## src/rtl/avmm_block_copy_master_if.sv

```systemverilog
// avmm_block_copy_master_if: Avalon-MM master bus bundle (word address, byteenable, pipelined read).
interface avmm_block_copy_master_if #(
  parameter int ADDR_W = 12,
  parameter int DATA_W = 32
);
  logic [ADDR_W-1:0]   address;
  logic                read;
  logic                write;
  logic [DATA_W/8-1:0] byteenable;
  logic [DATA_W-1:0]   writedata;
  logic [DATA_W-1:0]   readdata;
  logic                waitrequest;
  logic                readdatavalid;
  modport master (
    output address, read, write, byteenable, writedata,
    input  readdata, waitrequest, readdatavalid
  );
  modport slave (
    input  address, read, write, byteenable, writedata,
    output readdata, waitrequest, readdatavalid
  );
endinterface

```

## src/rtl/avmm_block_copy_master.sv

```systemverilog
// avmm_block_copy_master: Avalon-MM memcpy/memset engine, one outstanding read, ascending word order.
// Optional BLOCK_COPY_CHECKSUM_EN adds a running sum of written words on checksum.
module avmm_block_copy_master #(
  parameter int ADDR_W = 12,
  parameter int DATA_W = 32,
  parameter int LEN_W  = 12
) (
  input  logic                 clk,
  input  logic                 reset,
  input  logic                 start,
  input  logic                 mode,
  input  logic [ADDR_W-1:0]    src_addr,
  input  logic [ADDR_W-1:0]    dst_addr,
  input  logic [LEN_W-1:0]     len,
  input  logic [DATA_W-1:0]    pattern,
  output logic                 busy,
  output logic                 done,
  output logic [DATA_W-1:0]    checksum,
  avmm_block_copy_master_if.master m
);
  typedef enum logic [2:0] {IDLE, RD_REQ, RD_WAIT, WR_REQ, DONE} state_t;
  state_t state, nxt;
  logic [ADDR_W-1:0] src_ptr, dst_ptr;
  logic [LEN_W-1:0]  cnt;
  logic [DATA_W-1:0] wdata;
  logic              fill;
  logic              accept, wr_ack;
  assign accept = state == IDLE && start;
  assign wr_ack = state == WR_REQ && !m.waitrequest;
  always_comb begin
    nxt = state;
    case (state)
      IDLE:    if (start) nxt = len == '0 ? DONE : mode ? WR_REQ : RD_REQ;
      RD_REQ:  if (!m.waitrequest) nxt = RD_WAIT;
      RD_WAIT: if (m.readdatavalid) nxt = WR_REQ;
      WR_REQ:  if (!m.waitrequest) nxt = cnt == LEN_W'(1) ? DONE : fill ? WR_REQ : RD_REQ;
      DONE:    nxt = IDLE;
      default: nxt = IDLE;
    endcase
  end
  always_ff @(posedge clk or posedge reset) begin
    if (reset) begin
      state   <= IDLE;
      done    <= 1'b0;
      src_ptr <= '0;
      dst_ptr <= '0;
      cnt     <= '0;
      wdata   <= '0;
      fill    <= 1'b0;
    end else begin
      state <= nxt;
      done  <= state == DONE;
      if (accept) begin
        src_ptr <= src_addr;
        dst_ptr <= dst_addr;
        cnt     <= len;
        fill    <= mode;
        if (mode) wdata <= pattern;
      end
      if (state == RD_WAIT && m.readdatavalid) wdata <= m.readdata;
      if (wr_ack) begin
        cnt     <= cnt - LEN_W'(1);
        dst_ptr <= dst_ptr + ADDR_W'(1);
        if (!fill) src_ptr <= src_ptr + ADDR_W'(1);
      end
    end
  end
  // done is registered off DONE, so busy is already low in the pulse cycle
  assign busy         = state != IDLE;
  assign m.read       = state == RD_REQ;
  assign m.write      = state == WR_REQ;
  assign m.address    = state == RD_REQ ? src_ptr : state == WR_REQ ? dst_ptr : '0;
  assign m.writedata  = wdata;
  assign m.byteenable = {(DATA_W/8){m.read | m.write}};
`ifdef BLOCK_COPY_CHECKSUM_EN
  always_ff @(posedge clk or posedge reset) begin
    if (reset) checksum <= '0;
    else if (accept) checksum <= '0;
    else if (wr_ack) checksum <= checksum + wdata;
  end
`else
  assign checksum = '0;
`endif
endmodule

```

## src/flat_wrapper.sv

```systemverilog
// flat-port wrapper written by rule: the top's interface ports become plain ports
module avmm_block_copy_master_flat 
#(
  parameter int ADDR_W = 12,
  parameter int DATA_W = 32,
  parameter int LEN_W  = 12
)
  (clk, reset, start, mode, src_addr, dst_addr, len, pattern, busy, done, checksum, m_address, m_read, m_write, m_byteenable, m_writedata, m_readdata, m_waitrequest, m_readdatavalid);
  avmm_block_copy_master_if #(.ADDR_W(ADDR_W), .DATA_W(DATA_W)) m_i ();
  input  logic clk;
  input  logic reset;
  input  logic start;
  input  logic mode;
  input  logic [ADDR_W-1:0] src_addr;
  input  logic [ADDR_W-1:0] dst_addr;
  input  logic [LEN_W-1:0] len;
  input  logic [DATA_W-1:0] pattern;
  output logic busy;
  output logic done;
  output logic [DATA_W-1:0] checksum;
  output wire logic [$bits(m_i.address)-1:0] m_address;
  output wire logic [$bits(m_i.read)-1:0] m_read;
  output wire logic [$bits(m_i.write)-1:0] m_write;
  output wire logic [$bits(m_i.byteenable)-1:0] m_byteenable;
  output wire logic [$bits(m_i.writedata)-1:0] m_writedata;
  input wire logic [$bits(m_i.readdata)-1:0] m_readdata;
  input wire logic [$bits(m_i.waitrequest)-1:0] m_waitrequest;
  input wire logic [$bits(m_i.readdatavalid)-1:0] m_readdatavalid;
  assign m_address = m_i.address;
  assign m_read = m_i.read;
  assign m_write = m_i.write;
  assign m_byteenable = m_i.byteenable;
  assign m_writedata = m_i.writedata;
  assign m_i.readdata = m_readdata;
  assign m_i.waitrequest = m_waitrequest;
  assign m_i.readdatavalid = m_readdatavalid;
  avmm_block_copy_master #(.ADDR_W(ADDR_W), .DATA_W(DATA_W), .LEN_W(LEN_W)) u_core (.clk(clk), .reset(reset), .start(start), .mode(mode), .src_addr(src_addr), .dst_addr(dst_addr), .len(len), .pattern(pattern), .busy(busy), .done(done), .checksum(checksum), .m(m_i));
endmodule
```

## config.mk

```make
export PLATFORM = sky130hd
export DESIGN_NAME = avmm_block_copy_master_flat
export DESIGN_NICKNAME = d
export VERILOG_FILES = /design/src/rtl/avmm_block_copy_master_if.sv /design/src/rtl/avmm_block_copy_master.sv /design/src/flat_wrapper.sv
export SDC_FILE = /design/constraint.sdc
export NUM_CORES = 1
export LEC_CHECK = 0
export BUFFER_PORTS_ARGS = -buffer_cell sky130_fd_sc_hd__buf_2
export CORE_ASPECT_RATIO = 1.2
export CORE_MARGIN = 2
export CORE_UTILIZATION = 53
export CTS_BUF_LIST = sky130_fd_sc_hd__clkbuf_2 sky130_fd_sc_hd__clkbuf_4 sky130_fd_sc_hd__clkbuf_8
export CTS_CLUSTER_SIZE = 28
export DETAILED_ROUTE_END_ITERATION = 10
export PLACE_DENSITY = 0.88
export SYNTH_ARGS = -nofsm -noshare
export SYNTH_HDL_FRONTEND = slang
export SYNTH_SLANG_ARGS = --single-unit
```

## constraint.sdc

```tcl
create_clock -name clk -period 4 [get_ports clk]
set_input_delay 0.4 -clock clk [delete_from_list [all_inputs] [get_ports clk]]
set_output_delay 0.4 -clock clk [all_outputs]
set_load 0.02 [all_outputs]
```

# Word-level counts from Yosys, hierarchy flattened
# Cells that the tools add are included.
[op_classes] n_addsub=3 n_mul=0 n_div=0 order_cmp=0 n_eq_ne=9 shift=0 mux=21 bitwise_logic=1 n_reduce_logical=12
[op_table] op="12-bit 2-to-1 mux" n=9
[op_table] op="32-bit 2-to-1 mux" n=3
[op_table] op="12-bit by 1-bit adder with 12-bit output, second input constant" n=2
[op_table] op="3-bit 2-to-1 mux" n=6
[op_table] op="12-bit by 1-bit equality test with 1-bit output, second input constant" n=1
[op_table] op="12-bit logical NOT" n=1
[op_table] op="3-bit one-hot mux with 4 select lines" n=1
[op_table] op="12-bit by 1-bit subtractor with 12-bit output, second input constant" n=1
[op_table] op="2-bit inequality test, second input constant" n=4
[op_table] op="3-bit by 2-bit equality test with 1-bit output, second input constant" n=2
[op_table] op="2-bit nonzero test" n=3
[op_table] op="2-bit 2-to-1 mux" n=2
[op_table] op="4-bit AND reduction" n=1
[op_table] op="3-bit by 1-bit equality test with 1-bit output, second input constant" n=1
[op_table] op="3-bit equality test, second input constant" n=1
[op_table] op="1-bit logical AND" n=3
[op_table] op="3-bit logical NOT" n=1
[op_table] op="3-bit nonzero test" n=1
[op_table] op="2-bit AND reduction" n=1
[op_table] op="1-bit logical NOT" n=1
[op_table] op="1-bit OR" n=1
[word_totals] regBits=73 latch_bits=0 mem_bits_rw=0 romBits=0 inputBits=106 out_inout_bits=84 word_cells=53 n_memories=0

# Longest topological paths before layout
[logic_depth] depth_word=5 mapped_depth=7 mapped_depth_nobuf=6

# Worst setup path after synthesis
# OpenSTA, ideal clock, no wires.
[synth_timing] path_type="register to output" start="register u_core.state[0]" end="output port m_byteenable[1]" t_arrival_ps=1396 required_ps=3600 setup_slack_ps=2204 path_stages_with_launch=6 n_path_buf=3 cell_sequence="dfrtp_1 buf_4 nand2b_1 clkbuf_1 inv_1 buf_4"
[synth_via] elab_chain_len=2 elab_cells_between_ends=3
[synth_lines] element="start, declared" line="avmm_block_copy_master.sv:22" text="state_t state, nxt;"
[synth_lines] element="start signal, assigned" line="avmm_block_copy_master.sv:51" text="state <= nxt;"
[synth_lines] element="3-bit by 1-bit equality test with 1-bit output / 3-bit by 2-bit equality test with 1-bit output (equally long branches)" line="avmm_block_copy_master.sv:70, avmm_block_copy_master.sv:71"
[synth_lines] element="1-bit OR *" line="avmm_block_copy_master.sv:74" text="assign m.byteenable = {(DATA_W/8){m.read | m.write}};"
[synth_lines] element="end, declared" line="flat_wrapper.sv:24" text="output wire logic [$bits(m_i.byteenable)-1:0] m_byteenable;"
# Every way passes the cells marked *; elsewhere a longest branch is shown, timed or not.

# Final worst setup path
[layout_timing] start="register u_core.state[1]" end="register u_core.src_ptr[5]"
[layout_via] elab_chain_len=5 elab_cells_between_ends=7
[layout_lines] element="3-bit logical NOT" line="avmm_block_copy_master.sv:28" text="assign accept = state == IDLE && start;"
[layout_lines] element="1-bit logical AND" line="avmm_block_copy_master.sv:28"
[layout_lines] element="12-bit 2-to-1 mux" line="avmm_block_copy_master.sv:53" text="if (accept) begin"
[layout_lines] element="12-bit 2-to-1 mux" line="avmm_block_copy_master.sv:64" text="if (!fill) src_ptr <= src_ptr + ADDR_W'(1);"
[layout_lines] element="12-bit 2-to-1 mux *" line="avmm_block_copy_master.sv:61" text="if (wr_ack) begin"
[layout_lines] element="end signal, assigned" line="avmm_block_copy_master.sv:54" text="src_ptr <= src_addr;"
[layout_lines] element="end signal, assigned" line="avmm_block_copy_master.sv:64"
[layout_lines] element="end, declared" line="avmm_block_copy_master.sv:23" text="logic [ADDR_W-1:0] src_ptr, dst_ptr;"
# Marked as above.
# A chain may end at the register's enable or synchronous reset.

==> metrics.txt <==
status=complete, no violations; number of core rows=36; Synth Area per Inst=9.32 µm²; Synth area leader=dfrtp_1; Synth area leaders=dfrtp_1 (42%), mux2i_1 (10%), buf_4 (6.7%); Max Cap Violations=0; Final Net Count=725; R2R cell count=4; met1 GRT Util=0.303; Port Buffers=157; final max-slew violation count=0; total CTS buffers=9; Vias=4,014; hold_buf cts=0; PwrDens=768 mW/mm²; Max clock buf depth=2; register area share after synthesis=0.416; CP max stage cell=dfrtp_1; vias in the first global route=3,694; clock sinks=73; DR pass1 iterations=5; Crit path required time=4.24 ns; Netlist cell types=58; # Post-CTS Setup Buffers=0; Rel. slew slack=0.344; setup_tns=0 ns; most frequent cell after synthesis=dfrtp_1; Seq cells post-synth=73; worst skew pair latency=0.35 ns; Post-CTS Resized=0; CP endpoint kind=register; Post-Syn Area=0.00439 mm²; largest net degree at the start of global routing=44; first-pass GRT wire length=17,400 µm; min Tclk post-route=2.81 ns; Via density=5.61; dpl hpwl=8240 µm; area share of the largest cell type after synthesis=0.416; drt drc=0; top_reg_cell synth=dfrtp_1; met2 usage=0.400; Async SR Flop Fraction=1.00; Die ar.=0.00903 mm²; DRT iter0 DRCs=123; Final ANT Viol Nets=0; Crit path max-delay family=simple AND/OR/NAND/NOR gates; initial antenna violation count=0; IO Pins=190; Commonest cells post-synth=dfrtp_1 (73), nand2_1 (67), mux2i_1 (45); synthesized instance count=471; GRT met3 Usage=0.0494; HP Class=primary input to async pin; CP cell instances=and4bb_1, nand2_1, o32a_1, o21a_1; gpl congestion=0.897; Post-synth EDFFs=0; Leak=2.59 nW; peak supply drop=0.400 mV; Worst Path Arrival=3.05 ns; Core Region=0.00806 mm²; setup slack, reg-to-reg=1.19 ns; clock-pin slew on the worst setup and hold paths=0.08 ns; Most Crowded Layer GR=met2; Final setup viols=0; WL final=11,100 µm; FF-to-FF End=u_core.src_ptr[5]; Worst Path Buf+Inv=0; ant diodes=0; Slew @ Worst Pin=0.985 ns; Worst Setup Path Type=register to register; CP max FO=23; CTS tree=built; Initial Util=0.545; total power draw=4.11 mW; grt total ovfl=0; GRT Resource Usage Total=0.241; die width=87.1 µm; Reg2Reg Launch Point=u_core.state[1]; Largest stage delay, worst path=0.99 ns; drt wl/cell=15.5 µm; Final Hold Viols=0; DIE HEIGHT=104 µm; RSZ-0062 raised after global routing=no; Area growth syn-to-layout=21.9%; Clock H-tree levels=3; YS warnings=0; crit start category=register; ratio of cells with drive above 1 in the final layout=0.318; Util after Layout=0.664; CTS root buffer=clkbuf_8; period utilization=0.702; Max Fclk=356 MHz; Worst Skew=0.00919 ns
per-stage QoR:
stage / std cells / worst slack [ns] / instance area [µm²] / hold slack (ns)
6_report: 715 / 1.19 / 5360 / 0.235
5_1_grt: 715 / 1.00 / 5360 / 0.265
2_1_floorplan: 502 / 1.75 / 4510 / 0.459
4_1_cts: 715 / 1.19 / 5360 / 0.247
3_3_place_gp: 699 / 1.25 / 5060 / 0.459
3_5_place_dp: 699 / 1.21 / 5060 / 0.467
final cells by class:
cell class | count | area, µm²
fillers | 653 | 2710
multi-input cells | 354 | 2240
flip-flops and latches | 73 | 1830
repair buffers | 163 | 831
clock inverters | 7 | 166
clock buffers | 9 | 124
well taps | 95 | 119
inverters | 14 | 52.6
worst max-delay path by stage:
stage	slack (ns)	endpoint	depth (start not counted)	from
2_1_floorplan	1.75	u_core.cnt[0]	1	reset
3_3_place_gp	1.25	u_core.src_ptr[5]	4	u_core.state[1]
3_5_place_dp	1.21	u_core.src_ptr[5]	4	u_core.state[1]
4_1_cts	1.19	u_core.src_ptr[5]	4	u_core.state[1]
5_1_grt	1.00	u_core.src_ptr[5]	4	u_core.state[1]
6_report	1.19	u_core.src_ptr[5]	4	u_core.state[1]
power breakdown:
part | switching, mW | internal (mW)
registers | 0.372 | 1.07
clock network | 0.286 | 0.541
logic | 1.15 | 0.696
total | 1.80 | 2.31
cell usage in the layout (no fill, tap or decap), drive strengths merged, types with 2 or more instances in the layout:
cell type,Yosys,layout
nor4b,2,2
o221a,3,3
nand3,19,19
nor4,9,9
a211oi,13,13
nand4,5,5
clkbuf,10,9
or4,2,2
o211ai,10,10
inv,14,14
a32oi,2,2
dfrtp,73,73
mux2i,45,45
a311oi,6,6
and3,3,3
nor2,37,37
o21a,2,2
ha,4,4
a21oi,12,12
bufinv,0,5
nand2b,4,4
o21ai,40,40
a221o,3,3
nor3,4,4
o311ai,4,4
conb,1,32
or3,2,2
and2,2,2
o22ai,4,4
nand2,67,67
buf,51,163
a31oi,2,2
or4b,3,3
worst reg2reg max path, stage by stage (launching register included):
cell	delay, ns
dfrtp_1	0.99
and4bb_1	0.82
nand2_1	0.38
o32a_1	0.42
o21a_1	0.10
sequential cells by signal, summed over array words and instances (netlist names):
register / count
u_core.cnt: 12
u_core.done: 1
u_core.dst_ptr: 12
u_core.fill: 1
u_core.m.writedata: 32
u_core.state: 3
u_core.src_ptr: 12
routing by layer:
layer | wire length, µm | vias up
met5 | 0 | -
met4 | 225 | 0
met3 | 929 | 18
met2 | 5590 | 192
met1 | 4350 | 1879
li1 | - | 1925
kinds of logic (layout without fill, tap and decap cells):
| kind of cell | after synthesis | count (layout) | share of synthesized area |
|---|---|---|---|
| muxes | 46 | 46 | 0.105 |
| other | 1 | 32 | 0.000854 |
| adders and majority gates | 4 | 4 | 0.0114 |
| buffers and inverters | 75 | 193 | 0.107 |
| and+or+nand+nor | 165 | 165 | 0.193 |
| DFF | 73 | 73 | 0.416 |
| AOI/OAI and AO/OA | 107 | 107 | 0.167 |
Power figures use the tool's default switching activity.
